[src/rtl/regfile_scoreboard.sv]
// Architectural register file (32 x DATA_W) with writeback bypass and a
// per-register pending-write scoreboard that raises a read-after-write stall to decode.
module regfile_scoreboard #(
    parameter int DATA_W = 32,
    parameter int CNT_W  = 3
) (
    input  logic              clk,
    input  logic              rst,
    input  logic [4:0]        rs1D,
    input  logic [4:0]        rs2D,
    output logic [DATA_W-1:0] rd1D,
    output logic [DATA_W-1:0] rd2D,
    input  logic              issue_valid,
    input  logic              issue_regwrite,
    input  logic [4:0]        issue_rd,
    input  logic              regwriteW,
    input  logic [4:0]        rdW,
    input  logic [DATA_W-1:0] resultW,
    output logic              stallD,
    output logic              sb_err
);

    localparam logic [CNT_W-1:0] CNT_MAX = '1;
    localparam logic [CNT_W-1:0] CNT_ONE = CNT_W'(1);

    logic [DATA_W-1:0] regs [32];
    logic [CNT_W-1:0]  pend [32];

    logic        wbClr;
    logic        issueWr;
    logic        ovfAttempt;
    logic        busy1;
    logic        busy2;
    logic        accIssue;
    logic        underflow;
    logic [31:0] incVec;
    logic [31:0] decVec;

    always_comb begin
        rd1D = '0;
        rd2D = '0;
        if (rs1D != 5'd0) rd1D = (regwriteW && rdW == rs1D) ? resultW : regs[rs1D];
        if (rs2D != 5'd0) rd2D = (regwriteW && rdW == rs2D) ? resultW : regs[rs2D];
    end

    // A source is busy if its pending count stays nonzero after this cycle's retire.
    always_comb begin
        wbClr      = regwriteW && (rdW != 5'd0);
        issueWr    = issue_valid && issue_regwrite && (issue_rd != 5'd0);
        busy1      = (rs1D != 5'd0) && (pend[rs1D] != '0)
                     && !(wbClr && rdW == rs1D && pend[rs1D] == CNT_ONE);
        busy2      = (rs2D != 5'd0) && (pend[rs2D] != '0)
                     && !(wbClr && rdW == rs2D && pend[rs2D] == CNT_ONE);
        ovfAttempt = issueWr && (pend[issue_rd] == CNT_MAX)
                     && !(wbClr && rdW == issue_rd);
        stallD     = busy1 || busy2 || ovfAttempt;
        accIssue   = issueWr && !stallD;
        underflow  = wbClr && (pend[rdW] == '0);
        incVec     = accIssue ? (32'd1 << issue_rd) : '0;
        decVec     = wbClr ? (32'd1 << rdW) : '0;
    end

    always_ff @(posedge clk or negedge rst) begin
        if (!rst) begin
            for (int unsigned i = 0; i < 32; i++) begin
                regs[i] <= '0;
                pend[i] <= '0;
            end
            sb_err <= 1'b0;
        end else begin
            if (wbClr) regs[rdW] <= resultW;
            for (int unsigned i = 0; i < 32; i++) begin
                if (incVec[i] && !decVec[i])
                    pend[i] <= pend[i] + CNT_ONE;
                else if (decVec[i] && !incVec[i] && pend[i] != '0)
                    pend[i] <= pend[i] - CNT_ONE;
            end
            if (ovfAttempt || underflow) sb_err <= 1'b1;
        end
    end

endmodule
[config.mk]
export PLATFORM = sky130hd
export DESIGN_NAME = regfile_scoreboard
export DESIGN_NICKNAME = d
export VERILOG_FILES = /design/src/rtl/regfile_scoreboard.sv
export SDC_FILE = /design/constraint.sdc
export NUM_CORES = 2
export LEC_CHECK = 0
export ABC_AREA = 1
export CORE_MARGIN = 2
export CORE_UTILIZATION = 41
export DETAILED_ROUTE_END_ITERATION = 10
export PLACE_DENSITY = 0.54
export RECOVER_POWER = 100
export SETUP_SLACK_MARGIN = 0.2
export SLEW_MARGIN = 5
export SYNTH_ARGS = -nofsm -noshare
export SYNTH_HDL_FRONTEND = slang
export SYNTH_SLANG_ARGS = --single-unit
[constraint.sdc]
create_clock -name clk -period 3.2 [get_ports clk]
set_input_delay 0.48 -clock clk [delete_from_list [all_inputs] [get_ports clk]]
set_output_delay 0.48 -clock clk [all_outputs]
set_load 0.02 [all_outputs]
* After elaboration in Yosys (flattened, before gate mapping)
Index checks and enable logic that the tools add are counted.
** Word-level totals
- Bits in registers :: 1121
- Input bits :: 57
- Output and inout bits :: 66
- Logic and storage cells :: 494
** Operators by class
- $add $sub $neg :: 64
- Magnitude comparators :: 5
- Equal/unequal tests :: 6
- Shift operators :: 2
- Muxes and demuxes :: 91
- Bitwise operators :: 4
- Reductions and logical operators :: 257
** Operators with widths (count)
- bitwise mux 1024 bit :: 1
- two-way mux 32 bit :: 11
- binary-select mux 32 bit (select 5 bit) :: 2
- two-way mux 3 bit :: 72
- demux 32 bit (select 5 bit) :: 1
- logical AND 1 bit :: 115
- nonzero test 3 bit :: 34
- adder 3 x 1 -> 3 bit, second input constant :: 32
- subtractor 3 x 1 -> 3 bit, second input constant :: 32
- zero test 1 bit :: 68
- nonzero test 2 bit :: 32
- << shifter 1 x 5 -> 32 bit, first input constant :: 2
- binary-select mux 3 bit (select 5 bit) :: 4
- >= comparator 6 bit, second input constant :: 4
- NOT 5 -> 6 bit :: 4
- nonzero test 5 bit :: 4
- == test 5 bit :: 3
- == test 3 x 1 -> 1 bit, second input constant :: 2
- less-than comparator 6 x 1 -> 1 bit, second input constant :: 1
- == test 3 bit, second input constant :: 1
- zero test 3 bit :: 1
- logical OR 1 bit :: 3

* Depth between registers and ports, before layout
- Word-level depth :: 18
- Depth in mapped cells :: 26
- Depth with buffers taken out :: 23

* Worst setup path after synthesis
OpenSTA, ideal clock, no wires.
- Kind :: input to register
- From :: input rs2D[1]
- To :: register pend[5] (netlist bit)
- Library setup time :: 0.113 ns
- Data arrival time :: 2.843 ns
- Data required time :: 3.087 ns
- Setup slack :: 0.244 ns
- Stages on the path :: 19
- Buffers on the path :: 3
- Cells stage by stage :: buf_2 > buf_2 > xor2_1 > a221oi_1 > nand4_1 > nand2_1 > nand3_1 > nor2_4 > inv_2 > nor2_8 > buf_12 > nand3_1 > fa_1 > nand2_1 > nand2_1 > nand2_1 > nand2_1 > nand2_1 > inv_1
** On the way
- Longest elaborated chain between the ends :: 17
- Elaborated cells between the ends (all ways) :: 24
- Classes of those cells :: 2 x eq/ne; 5 x mux; 1 x bitwise; 16 x reduce/logical
** RTL lines
- start: declaration :: line 10 : input logic [4:0] rs2D,
- NOT 5 -> 6 bit (not written as such) :: line 52, 53
- binary-select mux 3 bit (select 5 bit) :: line 52, 53
- two-way mux 3 bit (not written as such) (2 in a row) :: line 52, 53
- == test 3 x 1 -> 1 bit :: line 53 : && !(wbClr && rdW == rs2D && pend[rs2D] == CNT_ONE);
- logical AND 1 bit :: line 53
- zero test 1 bit :: line 53
- logical AND 1 bit (*) :: line 53
- logical OR 1 bit (*) (2 in a row) :: line 56 : stallD = busy1 || busy2 || ovfAttempt;
- via stallD :: line 19 : output logic stallD,
- zero test 1 bit (*) :: line 57 : accIssue = issueWr && !stallD;
- logical AND 1 bit (*) :: line 57
- two-way mux 32 bit (*) :: line 59 : incVec = accIssue ? (32'd1 << issue_rd) : '0;
- zero test 1 bit :: line 75 : else if (decVec[i] && !incVec[i] && pend[i] != '0)
- logical AND 1 bit (2 in a row) :: line 75
- nonzero test 2 bit (no source line)
- end signal: indexed assignment :: line 74 : pend[i] <= pend[i] + CNT_ONE;
- end signal: indexed assignment :: line 76 : pend[i] <= pend[i] - CNT_ONE;
- end: declaration :: line 27 : logic [CNT_W-1:0] pend [32];
Mark *: on every way through the listed nets, which the timed path passes. The rest lies on a longest branch. The select of a mux whose other input is x is not followed.
A chain may end at the register's enable or synchronous reset.

* Worst setup path after layout
- From :: input rdW[0]
- To :: register regs[546] (netlist bit)
** On the way
- Longest elaborated chain between the ends :: 6
- Elaborated cells between the ends (all ways) :: 9
- Classes of those cells :: 2 x order compare; 3 x mux; 1 x bitwise; 3 x reduce/logical
** RTL lines
- start: declaration :: line 17 : input logic [4:0] rdW,
- NOT 5 -> 6 bit (not written as such) :: line 71 : if (wbClr) regs[rdW] <= resultW;
- >= comparator 6 bit (not written as such) / less-than comparator 6 x 1 -> 1 bit (equally long branches) :: line 71
- logical AND 1 bit (not written as such) :: line 71
- two-way mux 32 bit (not written as such) :: line 71
- demux 32 bit (select 5 bit) :: line 71
- bitwise mux 1024 bit :: line 71
- end signal: indexed assignment :: line 71
- end: declaration :: line 26 : logic [DATA_W-1:0] regs [32];
Several ways; a longest one is shown, not always the timed one.

==> out/metrics.cfg <==
[synth]
yosys-top-cells-area = dfrtp_1 44%, o21ai_0 16%, nand2_1 12%
yosys_register_bits = 1121
synth_area_um2 = 64190
synthArstFlopShare_pct = 100.0
synth_flop_cell = dfrtp_1
syn_avg_cell_area_um2 = 7.192
yosysUniqueCellTypes = 43
synth_top_area_cell = dfrtp_1
yosysWarningCount = 0
synthCells = 8925
synth_top_area_share_pct = 43.70
ys_seq_area_share_pct = 43.70
synth.net_count = 9013
synth-edff-count = 0

[clocking]
root_buffer = clkbuf_16
cts_max_path_buffers = 3
worstSkewPairLatency_ns = 0.81
numClockSinks = 1121
cts_made_buffers = 136
cts_htree_levels = 4
clkSlewWorstSetupHoldPaths_ns = 0.06
cts_tree = done

[global_route]
grt_pass1_vias = 62700
grtUsageTotal_pct = 36.50
grt-ovfl-total = 0
grt_antenna_before_repair = 11
grt_max_degree = 111
grt_pass1_wl_um = 432600

[outcome]
status = complete, but fails checks
violations = max-capacitance violations, max-slew violations, negative setup slack

[drt]
wl_per_cell_um = 26.09
drt-initial-drc-count = 9348
first_pass_iters = 6
highest_layer = met5
routed_wl_um = 297700
dr_wl_met3_um = 31120
route.met2.wl_um = 125600
via_count = 68370
met1_length_um = 126400
viasPerCell = 5.991
detail-route-antenna-nets = 0
drc_errors = 0

[floorplan]
die_x_um = 399.7
die_h_um = 399.7
ios = 123
coreArea_um2 = 155800
initial_utilization_pct = 41.19
die_area_um2 = 159700
rows = 145

[placement]
numPortBuffers = 122
place_congestion = 0.9844
pre_cts_slack_ns = -0.5516
dp_hpwl_um = 187800
dp_cells = 11050

[setup_path]
required_ns = 3.79
critPathLaunch = rdW[0]
cp-end-kind = flip-flop
cp_top_family = buffers and inverters
start_kind = primary input
worst_path_most_repeated_cell = clkbuf_1
crit_arrival_ns = 3.92
worstPathCellList = dlygate4sd2_1, clkbuf_1, clkbuf_1, clkbuf_4, nor2_1, clkbuf_1, nand2_4, buf_2, o21ai_0
cp_max_fo = 50
critPathKind = primary input to flip-flop
critPathSlowestCell = buf_2
critPathBufInv = 6
r2r-start = pend[7]
slowest_delay_ns = 1.26

[cells_and_area]
multi_input_area_um2 = 31200
layout_commonest_cell = nand2_1
final-seq-area_um2 = 28060
area_growth_pct = 23.57
drive_gt1_share_pct = 15.29
nets = 9336
filler_cell_count = 15270
final_cell_mix = 1,931 x nand2_1, 1,900 x o21ai_0, 1,111 x dfrtp_1
finish.utilization_pct = 50.90
final_cells = 11410

[power]
pwr-share-clk_pct = 31.7
leakage_uw = 0.03631
peakVddDrop_mv = 0.5868
swShare_pct = 35.77
p_seq_share_pct = 39.0
comb_power_share_pct = 29.4
totalPowerFinal_uw = 49510
switchingPower_uw = 17710
pwr_density_cell_nw_per_um2 = 624.1
p_int_uw = 31800

[timing]
hold_viol = 0
fmax_mhz = 300.4
fin_crit_ns = 3.329
setup_viol = 21
fin_skew_ns = 0.03345
relSlewSlack_pct = -61.29
whs_ns = 0.3805
fin_crit_sh_pct = 104.0
drv_slew = 276
tightestPinTransition_ns = 2.419
finalWorstSetupSlack_ns = -0.1286
rsz0062_at_grt = yes

[hold_path]
min-delay-start = regs[1007]
hold_class = flip-flop to flip-flop

[run]
maxCapViolCount = 6

## cells by family after synthesis
logic type,count (synthesis),synth area share (%)
AO/OA/AOI/OAI,3142,25.84
XOR/XNOR,17,0.2320
adder cells (fa/ha/maj),31,0.9668
buffers and inverters,1562,9.416
flip-flops,1121,43.70
AND/OR/NAND/NOR,3052,19.85
## layout make-up
type	instances	share of cell area, %
multi-input combinational	6242	39.34
tap	2058	3.246
timing repair inverter	1	0.01104
sequential	1121	35.38
timing repair buffer	1005	12.83
clock buffer	206	5.117
antenna	5	0.01577
clock inverter	32	0.4417
inverter	741	3.615
## power by group through the flow
stage / Sequential [uW] / Clock [uW] / Combinational, uW
after detailed placement: 19400 / 0 / 13500
after global routing: 19600 / 16400 / 16200
after global placement: 19300 / 0 / 13300
final: 19300 / 15700 / 14500
after CTS: 19200 / 15900 / 13900
after floorplan: 19000 / 0 / 7800
## what timing repair did
action | in CTS | in global routing
resized for setup | 349 | 367
pin swaps | 89 | 153
buffers inserted | 39 | 49
cloned | 12 | 15
hold endpoints to repair | 45 | 0
hold buffers | 1 | 0
setup endpoints to repair | 77 | 156
## per-layer routing
metal	vias up	GRT usage, %
met5	-	0
met4	10	15.78
met3	696	6.424
met2	3872	53.44
met1	33140	52.74
li1	30650	-
## synthesized netlist by cell type (all sizes together), types with 4 or more instances
cell,instances
nor3,20
xor2,14
a22oi,16
o21ai,2012
a21oi,839
a31oi,4
nand4,50
nand2,2027
o22ai,10
inv,737
o221ai,108
o211ai,142
dfrtp,1121
fa,31
nand3b,8
clkbuf,633
nor2,226
o31ai,4
nor4,5
nand3,716
buf,188
clkinv,4
## state kept, by name (all words and copies together) (netlist names)
register / cells
sb_err: 1
regs: 1024
pend: 96
## metrics by stage
step | cell area [um^2] | TNS, ns
floorplan | 64190 | 0
global route | 79310 | -1.165
global placement | 73010 | -35.52
finish | 79320 | -1.498
detailed placement | 73010 | -39.48
CTS | 78900 | -0.01903
## worst paths after layout
kind                              end  slack (ns)  cells past startpoint
min reg2reg                regs[1007]        0.38                      0
max reg2reg                   pend[3]        0.11                     24
max in group asynchronous   regs[281]        0.28                      4
max                         regs[546]       -0.13                      9
min in group asynchronous   regs[941]        0.96                      2
min                        regs[1007]        0.38                      0
Note: power is estimated with default switching activity, not from simulation.
